==> config.mk <==
export PLATFORM = sky130hd
export DESIGN_NAME = select4_arbiter_flat
export DESIGN_NICKNAME = d
export VERILOG_FILES = /design/src/rtl/select4_arbiter_if.sv /design/src/rtl/select4_arbiter.sv /design/src/flat_wrapper.sv
export SDC_FILE = /design/constraint.sdc
export NUM_CORES = 1
export LEC_CHECK = 0
export ABC_AREA = 1
export CORE_ASPECT_RATIO = 1.5
export CORE_MARGIN = 1
export CORE_UTILIZATION = 36
export DETAILED_ROUTE_END_ITERATION = 7
export PLACE_DENSITY_LB_ADDON = 0.25
export SYNTH_ARGS = -nofsm -noshare
export SYNTH_HDL_FRONTEND = slang
export SYNTH_SLANG_ARGS = --single-unit
==> constraint.sdc <==
create_clock -name clk -period 2.32 [get_ports clk]
set_clock_uncertainty 0.2 [all_clocks]
set_input_delay 0.464 -clock clk [delete_from_list [all_inputs] [get_ports clk]]
set_output_delay 0.464 -clock clk [all_outputs]
set_load 0.02 [all_outputs]
==> src/rtl/select4_arbiter_if.sv <==
// Bundle for the shared 4:1 select path: requests and data in,
// grant, order code and registered data out.
interface select4_arbiter_if #(
    parameter int WIDTH = 32
);
    logic [3:0]       req;
    logic [WIDTH-1:0] in_data1;
    logic [WIDTH-1:0] in_data2;
    logic [WIDTH-1:0] in_data3;
    logic [WIDTH-1:0] in_data4;
    logic [3:0]       grant;
    logic [1:0]       order;
    logic [WIDTH-1:0] out_data;
    logic             out_valid;
    logic             busy;
    logic             timeout;

    modport master (
        output req,
        output in_data1,
        output in_data2,
        output in_data3,
        output in_data4,
        input  grant,
        input  order,
        input  out_data,
        input  out_valid,
        input  busy,
        input  timeout
    );

    modport slave (
        input  req,
        input  in_data1,
        input  in_data2,
        input  in_data3,
        input  in_data4,
        output grant,
        output order,
        output out_data,
        output out_valid,
        output busy,
        output timeout
    );
endinterface

==> src/rtl/select4_arbiter.sv <==
// Round-robin arbiter/sequencer for the shared 4:1 select path.
// Optional hold-time limit enabled by defining ARB_TIMEOUT_EN.
module select4_arbiter #(
    parameter int WIDTH    = 32,
    parameter int MAX_HOLD = 16
) (
    input  logic               clk,
    input  logic               rst_n,
    select4_arbiter_if.slave   bus
);

    typedef enum logic {
        IDLE  = 1'b0,
        GRANT = 1'b1
    } state_t;

    state_t           state_q, state_d;
    logic [1:0]       ptr_q, ptr_d;
    logic [3:0]       grant_q, grant_d;
    logic [1:0]       order_q, order_d;
    logic [WIDTH-1:0] out_data_q, out_data_d;
    logic             out_valid_q, out_valid_d;
    logic             busy_q, busy_d;

    logic [3:0]       req_eff;
    logic             pick_found;
    logic [1:0]       pick_idx;
    logic [1:0]       cand;
    logic [WIDTH-1:0] sel_data;
    logic             hold_req;
    logic             force_rel;

    assign hold_req = bus.req[order_q];

`ifdef ARB_TIMEOUT_EN
    localparam int HW = (MAX_HOLD > 1) ? $clog2(MAX_HOLD) : 1;

    logic [HW-1:0] hold_cnt_q, hold_cnt_d;
    logic          timeout_q, timeout_d;
    // Requesters that timed out stay masked until they drop req.
    logic [3:0]    blocked_q, blocked_d;

    assign force_rel = hold_req && (hold_cnt_q == HW'(MAX_HOLD - 1));
    assign req_eff   = bus.req & ~blocked_q;
`else
    assign force_rel = 1'b0;
    assign req_eff   = bus.req;
`endif

    always_comb begin
        pick_found = 1'b0;
        pick_idx   = ptr_q;
        cand       = ptr_q;
        // Scan farthest-first so the slot closest to ptr wins.
        for (int k = 3; k >= 0; k--) begin
            cand = ptr_q + 2'(k);
            if (req_eff[cand]) begin
                pick_found = 1'b1;
                pick_idx   = cand;
            end
        end
    end

    always_comb begin
        sel_data = bus.in_data1;
        unique case (order_q)
            2'd0: sel_data = bus.in_data1;
            2'd1: sel_data = bus.in_data2;
            2'd2: sel_data = bus.in_data3;
            2'd3: sel_data = bus.in_data4;
        endcase
    end

    always_comb begin
        state_d     = state_q;
        ptr_d       = ptr_q;
        grant_d     = grant_q;
        order_d     = order_q;
        out_data_d  = out_data_q;
        out_valid_d = out_valid_q;
        busy_d      = busy_q;
`ifdef ARB_TIMEOUT_EN
        hold_cnt_d  = hold_cnt_q;
        timeout_d   = 1'b0;
        blocked_d   = blocked_q & bus.req;
`endif
        unique case (state_q)
            IDLE: begin
                if (pick_found) begin
                    state_d = GRANT;
                    grant_d = 4'b0001 << pick_idx;
                    order_d = pick_idx;
                    busy_d  = 1'b1;
`ifdef ARB_TIMEOUT_EN
                    hold_cnt_d = '0;
`endif
                end
            end
            GRANT: begin
                if (!hold_req || force_rel) begin
                    state_d     = IDLE;
                    grant_d     = 4'b0000;
                    busy_d      = 1'b0;
                    out_valid_d = 1'b0;
                    ptr_d       = order_q + 2'd1;
`ifdef ARB_TIMEOUT_EN
                    timeout_d = force_rel;
                    if (force_rel) begin
                        blocked_d[order_q] = 1'b1;
                    end
`endif
                end else begin
                    out_data_d  = sel_data;
                    out_valid_d = 1'b1;
`ifdef ARB_TIMEOUT_EN
                    hold_cnt_d = hold_cnt_q + HW'(1);
`endif
                end
            end
            default: state_d = IDLE;
        endcase
    end

    always_ff @(posedge clk) begin
        if (!rst_n) begin
            state_q     <= IDLE;
            ptr_q       <= 2'd0;
            grant_q     <= 4'b0000;
            order_q     <= 2'd0;
            out_data_q  <= '0;
            out_valid_q <= 1'b0;
            busy_q      <= 1'b0;
        end else begin
            state_q     <= state_d;
            ptr_q       <= ptr_d;
            grant_q     <= grant_d;
            order_q     <= order_d;
            out_data_q  <= out_data_d;
            out_valid_q <= out_valid_d;
            busy_q      <= busy_d;
        end
    end

`ifdef ARB_TIMEOUT_EN
    always_ff @(posedge clk) begin
        if (!rst_n) begin
            hold_cnt_q <= '0;
            timeout_q  <= 1'b0;
            blocked_q  <= 4'b0000;
        end else begin
            hold_cnt_q <= hold_cnt_d;
            timeout_q  <= timeout_d;
            blocked_q  <= blocked_d;
        end
    end

    assign bus.timeout = timeout_q;
`else
    assign bus.timeout = 1'b0;
`endif

    assign bus.grant     = grant_q;
    assign bus.order     = order_q;
    assign bus.out_data  = out_data_q;
    assign bus.out_valid = out_valid_q;
    assign bus.busy      = busy_q;

endmodule
==> src/flat_wrapper.sv <==
// flat-port wrapper written by rule: the top's interface ports become plain ports
module select4_arbiter_flat 
#(
    parameter int WIDTH    = 32,
    parameter int MAX_HOLD = 16
)
  (clk, rst_n, bus_req, bus_in_data1, bus_in_data2, bus_in_data3, bus_in_data4, bus_grant, bus_order, bus_out_data, bus_out_valid, bus_busy, bus_timeout);
  select4_arbiter_if #(.WIDTH(WIDTH)) bus_i ();
  input  logic clk;
  input  logic rst_n;
  input wire logic [$bits(bus_i.req)-1:0] bus_req;
  input wire logic [$bits(bus_i.in_data1)-1:0] bus_in_data1;
  input wire logic [$bits(bus_i.in_data2)-1:0] bus_in_data2;
  input wire logic [$bits(bus_i.in_data3)-1:0] bus_in_data3;
  input wire logic [$bits(bus_i.in_data4)-1:0] bus_in_data4;
  output wire logic [$bits(bus_i.grant)-1:0] bus_grant;
  output wire logic [$bits(bus_i.order)-1:0] bus_order;
  output wire logic [$bits(bus_i.out_data)-1:0] bus_out_data;
  output wire logic [$bits(bus_i.out_valid)-1:0] bus_out_valid;
  output wire logic [$bits(bus_i.busy)-1:0] bus_busy;
  output wire logic [$bits(bus_i.timeout)-1:0] bus_timeout;
  assign bus_i.req = bus_req;
  assign bus_i.in_data1 = bus_in_data1;
  assign bus_i.in_data2 = bus_in_data2;
  assign bus_i.in_data3 = bus_in_data3;
  assign bus_i.in_data4 = bus_in_data4;
  assign bus_grant = bus_i.grant;
  assign bus_order = bus_i.order;
  assign bus_out_data = bus_i.out_data;
  assign bus_out_valid = bus_i.out_valid;
  assign bus_busy = bus_i.busy;
  assign bus_timeout = bus_i.timeout;
  select4_arbiter #(.WIDTH(WIDTH), .MAX_HOLD(MAX_HOLD)) u_core (.clk(clk), .rst_n(rst_n), .bus(bus_i));
endmodule
==> impl_summary.log, run 1 <==
[metrics] CTS tree: yes
[metrics] grt ovf: 0
[metrics] clock group share of total power: 0.092
[metrics] clock buffer depth: 2
[metrics] final std cells w/o fill: 701
[metrics] overall power after layout: 5.40 mW
[metrics] Mapped Cells: 435
[metrics] DRC violation total after the first TritonRoute iteration: 142
[metrics] leakage power: 1.80 nW
[metrics] clock-pin slew on the worst setup and hold paths: 90 ps
[metrics] top area cells in the synthesized netlist: sky130_fd_sc_hd__dfxtp_1, sky130_fd_sc_hd__nand2_1, sky130_fd_sc_hd__o21ai_0, sky130_fd_sc_hd__a21oi_1, sky130_fd_sc_hd__nand3_1
[metrics] layout cell share with drive strength beyond 1: 0.0699
[metrics] DP Cell Count: 693
[metrics] Final Routed Wirelength: 9590 um
[metrics] HPWL after detailed placement: 7380 um
[metrics] remaining routing DRC violations: 0
[metrics] ratio of routed vias to standard cells: 4.93
[metrics] maximum clock frequency: 471 MHz
[metrics] placer's final routability congestion estimate: 0.909
[metrics] Post-Route Setup TNS: 0 ps
[metrics] Vert. Die Dim: 107 um
[metrics] Pre-antenna DRT Iters: 4
[metrics] Critical path buffers and inverters: 1
[metrics] summed instance area of the synthesized netlist: 2650 um2
[metrics] critical path fanouts, max: 8
[metrics] Final Critical Period: 2120 ps
[metrics] diodes inserted: 0
[metrics] nets: 738
[metrics] cell type group with the largest total delay on the critical path: buffers and inverters
[metrics] power per cell area: 1160 nW/um2
[metrics] CTS Hold Bufs: 0
[metrics] XOR/XNOR share of the synthesized area: 0
[metrics] global-route layer with the greatest usage: met2
[metrics] required time of the worst setup path: 1660 ps
[metrics] Skew-Pair Late Insertion Delay: 300 ps
[metrics] combined area of the multi-input logic cells: 1600 um2
[metrics] share of the cycle needed by the critical path after routing: 0.916
[metrics] M1 GR Usage: 0.269
[metrics] run status: finished, final reports clean
[metrics] HP Class: flop to flop
[metrics] antenna violations before repair: 0
[metrics] Setup crit end kind: primary output
[metrics] WL/cell: 13.7 um
[metrics] starting density of the core: 0.369
[metrics] CP cell instances: clkdlybuf4s50_1
[metrics] number of synthesized register bits: 43
[metrics] combinational family with the most area after synthesis: simple AND/OR/NAND/NOR gates
[metrics] Max VDD drop: 0.604 mV
[metrics] basic-gate share of the synthesized area counting and, or, nand and nor cells: 0.354
[metrics] quantity of gates resized following cts: 0
[metrics] start-to-end type of the worst setup path: flop to primary output
[metrics] register share of total power: 0.223
[metrics] maximum number of pins on one net before global-route repair: 39
[metrics] worst slack on hold paths: 271 ps
[metrics] overall die area: 7720 um2
[metrics] internal power of the cells: 2.80 mW
[metrics] total number of vias: 3457
[metrics] number of H-tree branching levels: 2
[metrics] slowest CP cell: sky130_fd_sc_hd__clkdlybuf4s50_1
[metrics] first-pass GRT wire length: 15400 um
[metrics] post-synthesis compound-gate area fraction: 0.227
[metrics] via count of the first global-routing pass: 3392
[metrics] met2 Usage GRT: 0.481
[metrics] number of rows created at floorplan: 38
[metrics] CP startpoint kind: flop
[metrics] Synth Area in Adders: 0.0189
[metrics] total routing resource utilization after global routing: 0.253
[metrics] CTS Buf Count: 5
[metrics] Final Max Slew Viols: 0
[metrics] average size of a mapped cell: 6.09 um2
[metrics] core footprint: 7180 um2
[metrics] slowest stage delay, CP: 660 ps
[metrics] post-synthesis sequential area ratio: 0.325
[metrics] proportion of synthesized area in mux cells: 0
[metrics] worst reg2reg path startpoint: u_core.bus.order[0]
[metrics] count of final setup violators: 0
[metrics] arrival time worst endpoint: 1460 ps
[metrics] final number of hold-violating endpoints: 0
[metrics] CTS Root Buffer Type: sky130_fd_sc_hd__clkbuf_8
[metrics] growth of design area from synthesis to finish: 74.8%
[metrics] net count after synthesis: 573
[metrics] chip width: 72.1 um
[metrics] end of the critical path: bus_order[0]
[metrics] number of port buffers: 173
[metrics] count of unique library cells instantiated by Yosys: 22
[metrics] max-cap viol count: 0
[metrics] FF/Latch Area: 861 um2
[metrics] Setup crit start: u_core.bus.order[0]
[metrics] fraction of post-synthesis cell area in the top cell type by area: 0.325
[metrics] leading area contributor after synthesis: sky130_fd_sc_hd__dfxtp_1
[metrics] R2R Path End: u_core.bus.out_data[4]
[metrics] switching share of power: 0.481
[metrics] count of nets left with antenna violations after detail routing: 0
[metrics] I/O pin cnt: 175
[metrics] Worst Setup Slack post-DPL: 59.7 ps
[metrics] Worst Reg2Reg Path Length in Cells: 8
[metrics] path length in cells of the critical path: 1
[metrics] number of setup buffers added after CTS: 0
[metrics] # clock sinks: 43
[metrics] Register-to-Register Setup Slack: 220 ps
[metrics] Layout fillers: 686
[metrics] P_sw: 2.59 mW
[metrics] count of yosys warnings during synthesis: 0
[metrics] Worst Setup Slack, final: 196 ps
[metrics] combinational share of power: 0.685
[metrics] RSZ-0062 raised after global routing: no
[metrics] met3 capacity usage during global routing: 0.0451
[state kept, by name, indices dropped and copies added (netlist names)]
| name | count |
|---|---|
| u_core.bus.grant | 4 |
| u_core.ptr_q | 2 |
| u_core.bus.out_valid | 1 |
| u_core.bus.order | 2 |
| u_core.bus.busy | 1 |
| u_core.bus.out_data | 32 |
| u_core.state_q | 1 |
[power groups by stage]
stage | clock [mW] | combinational [mW] | sequential (mW)
after floorplan | 0 | 1.95 | 1.50
after global placement | 0 | 3.67 | 1.21
after detailed placement | 0 | 3.70 | 1.21
after CTS | 0.507 | 3.72 | 1.20
after global routing | 0.536 | 4.09 | 1.24
final | 0.499 | 3.70 | 1.20
[routing by layer]
layer / share of wire / up-vias
met5: 0 / -
met4: 0.028 / 0
met3: 0.055 / 25
met2: 0.54 / 128
met1: 0.38 / 1548
li1: - / 1756
[kinds of logic (layout without fill, tap and decap cells)]
group | Yosys count | count (layout)
other | 1 | 1
DFF | 43 | 43
adders and majority gates | 4 | 4
buffers and inverters | 47 | 213
and+or+nand+nor | 223 | 223
AOI/OAI and AO/OA | 117 | 117
[stage by stage]
step	area, um2	utilization
3_5_place_dp	4540	0.633
4_1_cts	4640	0.646
5_1_grt	4640	0.646
3_3_place_gp	4540	0.633
6_report	4640	0.646
2_1_floorplan	2650	-
[cells in the mapped netlist, drive strengths merged]
cell type  instances
nor2              41
nand4              3
nand3             39
nand2            140
buf                8
o21ai             72
a21boi             1
a21oi             44
ha                 4
dfxtp             43
clkbuf            21
conb               1
inv               18
[worst min-delay path by stage]
stage,startpoint,end,slack [ps],cells after the start
floorplan,u_core.ptr_q[1],u_core.ptr_q[1],330,2
global placement,u_core.bus.grant[1],u_core.bus.grant[1],260,2
detailed placement,u_core.bus.grant[2],u_core.bus.grant[2],260,2
CTS,u_core.bus.grant[2],u_core.bus.grant[2],270,2
global route,u_core.bus.grant[3],u_core.bus.grant[3],290,2
finish,u_core.bus.grant[2],u_core.bus.grant[2],270,2
[layout make-up]
cell class | count | area share
clock buffers | 5 | 0.0148
clock inverters | 3 | 0.00513
inverters | 18 | 0.0146
multi-input cells | 345 | 0.346
flip-flops and latches | 43 | 0.186
well taps | 100 | 0.0270
repair buffers | 187 | 0.407
[placed cells by master (no fill, tap or decap), drive strengths merged, types with 2 or more instances in the layout]
| cell type | netlist | final |
|---|---|---|
| clkdlybuf4s50 | 0 | 173 |
| nand2 | 140 | 140 |
| o21ai | 72 | 72 |
| a21oi | 44 | 44 |
| dfxtp | 43 | 43 |
| nor2 | 41 | 41 |
| nand3 | 39 | 39 |
| inv | 18 | 19 |
| buf | 8 | 14 |
| clkbuf | 21 | 5 |
| ha | 4 | 4 |
| nand4 | 3 | 3 |
| clkinvlp | 0 | 2 |
Power figures use the tool's default switching activity.
==> run 2, diff against run 1 <==
--- a/config.mk
+++ b/config.mk
@@ -10,6 +10,7 @@
 export CORE_MARGIN = 1
 export CORE_UTILIZATION = 36
 export DETAILED_ROUTE_END_ITERATION = 7
+export GPL_ROUTABILITY_DRIVEN = 0
 export PLACE_DENSITY_LB_ADDON = 0.25
 export SYNTH_ARGS = -nofsm -noshare
 export SYNTH_HDL_FRONTEND = slang
==> run 2 against run 1 <==
Against the previous run:
- critical path depth stayed put
- via count rose by 0.98%
- clock power grew 25%
- power grew 2.7%
- combinational power about the same
- fmax increased by 0.54%
- first-iteration DRC count increased by 68%
- global-route usage grew 0.56 points
- hold slack better by 9.2 ps
- register-to-register slack about the same
- count of clock-buffer cells in the layout rose by 1
- critical path type unchanged
- critical endpoint unchanged
==> impl_summary.log, run 2 (same netlist as run 1, synthesis figures left out) <==
[metrics] overall die area: 7720 um2 (unchanged)
[metrics] remaining routing DRC violations: 0 (unchanged)
[metrics] Vert. Die Dim: 107 um (unchanged)
[metrics] I/O pin cnt: 175 (unchanged)
[metrics] CP cell instances: clkdlybuf4s50_1 (unchanged)
[metrics] quantity of gates resized following cts: 0 (unchanged)
[metrics] clock-pin slew on the worst setup and hold paths: 90 ps (about the same)
[metrics] power per cell area: 1190 nW/um2 (was 1160 nW/um2)
[metrics] slowest CP cell: sky130_fd_sc_hd__clkdlybuf4s50_1 (unchanged)
[metrics] max reg flops: 32 (unchanged)
[metrics] Worst Reg2Reg Path Length in Cells: 9 (was 8)
[metrics] worst slack on hold paths: 280 ps (was 271 ps)
[metrics] chip width: 72.1 um (unchanged)
[metrics] DRC violation total after the first TritonRoute iteration: 239 (was 142)
[metrics] nets: 737 (was 738)
[metrics] layout cell share with drive strength beyond 1: 0.0683 (was 0.0699)
[metrics] Max VDD drop: 0.644 mV (was 0.604 mV)
[metrics] number of port buffers: 173 (unchanged)
[metrics] run status: finished, final reports clean (unchanged)
[metrics] count of final setup violators: 0 (unchanged)
[metrics] antenna violations before repair: 0 (unchanged)
[metrics] total number of vias: 3491 (was 3457)
[metrics] clock buffer depth: 2 (unchanged)
[metrics] start-to-end type of the worst setup path: flop to primary output (unchanged)
[metrics] maximum clock frequency: 473 MHz (was 471 MHz)
[metrics] maximum number of pins on one net before global-route repair: 39 (unchanged)
[metrics] most frequent cells in the layout: sky130_fd_sc_hd__clkdlybuf4s50_1, sky130_fd_sc_hd__nand2_1, sky130_fd_sc_hd__o21ai_0 (unchanged)
[metrics] share of the cycle needed by the critical path after routing: 0.911 (was 0.916)
[metrics] ratio of routed vias to standard cells: 4.99 (was 4.93)
[metrics] cell type group with the largest total delay on the critical path: buffers and inverters (unchanged)
[metrics] final number of hold-violating endpoints: 0 (unchanged)
[metrics] Final Critical Period: 2110 ps (was 2120 ps)
[metrics] Pre-antenna DRT Iters: 4 (unchanged)
[metrics] most common library cell in the layout ignoring fill and taps: sky130_fd_sc_hd__clkdlybuf4s50_1 (unchanged)
[metrics] # clock sinks: 43 (unchanged)
[metrics] via count of the first global-routing pass: 3427 (was 3392)
[metrics] Layout fillers: 675 (was 686)
[metrics] max-cap viol count: 0 (unchanged)
[metrics] Final Max Slew Viols: 0 (unchanged)
[metrics] Worst Setup Slack post-DPL: 38.7 ps (was 59.7 ps)
[metrics] number of rows created at floorplan: 38 (unchanged)
[metrics] required time of the worst setup path: 1660 ps (about the same)
[metrics] Placed Area: 4540 um2 (about the same)
[metrics] grt ovf: 0 (unchanged)
[metrics] Post-Route Setup TNS: 0 ps (unchanged)
[metrics] leakage power: 1.81 nW (was 1.80 nW)
[metrics] diodes inserted: 0 (unchanged)
[metrics] growth of design area from synthesis to finish: 75.6% (was 74.8%)
[metrics] Critical path buffers and inverters: 1 (unchanged)
[metrics] critical path fanouts, max: 8 (unchanged)
[metrics] HPWL after detailed placement: 7450 um (was 7380 um)
[metrics] HP Class: flop to flop (unchanged)
[metrics] WL/cell: 13.9 um (was 13.7 um)
[metrics] first-pass GRT wire length: 15800 um (was 15400 um)
[metrics] slowest stage delay, CP: 670 ps (was 660 ps)
[metrics] total routing resource utilization after global routing: 0.258 (was 0.253)
[metrics] CTS tree: yes (unchanged)
[metrics] CTS Hold Bufs: 0 (unchanged)
[metrics] Skew-Pair Late Insertion Delay: 300 ps (about the same)
[metrics] Setup crit end kind: primary output (unchanged)
[metrics] number of setup buffers added after CTS: 0 (unchanged)
[metrics] CTS Root Buffer Type: sky130_fd_sc_hd__clkbuf_8 (unchanged)
[metrics] worst hold path cell count: 2 (unchanged)
[metrics] number of H-tree branching levels: 2 (unchanged)
[metrics] Final Routed Wirelength: 9740 um (was 9590 um)
[metrics] RSZ-0062 raised after global routing: no (unchanged)
[metrics] Worst Setup Slack, final: 207 ps (was 196 ps)
[metrics] cell area after layout: 4660 um2 (was 4640 um2)
[metrics] core footprint: 7180 um2 (unchanged)
[metrics] count of nets left with antenna violations after detail routing: 0 (unchanged)
[metrics] starting density of the core: 0.369 (unchanged)
[metrics] CTS Buf Count: 5 (unchanged)
[metrics] path length in cells of the critical path: 1 (unchanged)
[metrics] CP startpoint kind: flop (unchanged)
[metrics] arrival time worst endpoint: 1450 ps (was 1460 ps)
[metrics] overall power after layout: 5.54 mW (was 5.40 mW)
## run 2: cell type report
class	count	area [um2]	area share
well taps	100	125	0.0269
flip-flops and latches	43	861	0.185
repair buffers	186	1880	0.404
multi-input cells	345	1600	0.344
clock inverters	2	38.8	0.00833
inverters	18	67.6	0.0145
clock buffers	6	82.6	0.0177
## run 2: worst paths after layout
| kind | from | endpoint | slack (ps) |
|---|---|---|---|
| worst max register to register | u_core.bus.order[0] | u_core.bus.out_data[5] | 210 |
| worst min register to register | u_core.bus.grant[1] | u_core.bus.grant[1] | 280 |
| worst min-delay path | u_core.bus.grant[1] | u_core.bus.grant[1] | 280 |
| worst max-delay path | u_core.bus.order[0] | bus_order[0] | 210 |
## run 2: stage by stage
step                 util  cells
finish              0.649    700
global route        0.649    700
floorplan               -    435
CTS                 0.649    700
global placement    0.632    692
detailed placement  0.632    692
## run 2: tightest hold or removal path: stages, from the launching register on
cell	delay (ps)
sky130_fd_sc_hd__dfxtp_1	330
sky130_fd_sc_hd__nand2_1	60
sky130_fd_sc_hd__a21oi_1	60
## run 2: layer usage
layer	vias to the layer above	global-route usage	part of all wire
met1	1574	0.279	0.38
met5	-	0	0
li1	1752	-	-
met2	140	0.490	0.53
met3	25	0.0404	0.053
met4	0	0.0966	0.034
## run 2: report_power, final
| group | internal [mW] | total (mW) | switching [mW] |
|---|---|---|---|
| sequential | 1.02 | 1.21 | 0.190 |
| combinational | 1.56 | 3.71 | 2.15 |
| clock | 0.354 | 0.626 | 0.271 |
| total | 2.93 | 5.54 | 2.61 |
==> run 3, diff against run 2 <==
--- a/config.mk
+++ b/config.mk
@@ -9,6 +9,7 @@
 export CORE_ASPECT_RATIO = 1.5
 export CORE_MARGIN = 1
 export CORE_UTILIZATION = 36
+export CTS_CLUSTER_DIAMETER = 50
 export DETAILED_ROUTE_END_ITERATION = 7
 export GPL_ROUTABILITY_DRIVEN = 0
 export PLACE_DENSITY_LB_ADDON = 0.25
==> results of run 3 <==
Same layout as run 2: the final DEF is identical, and so are final timing and power.
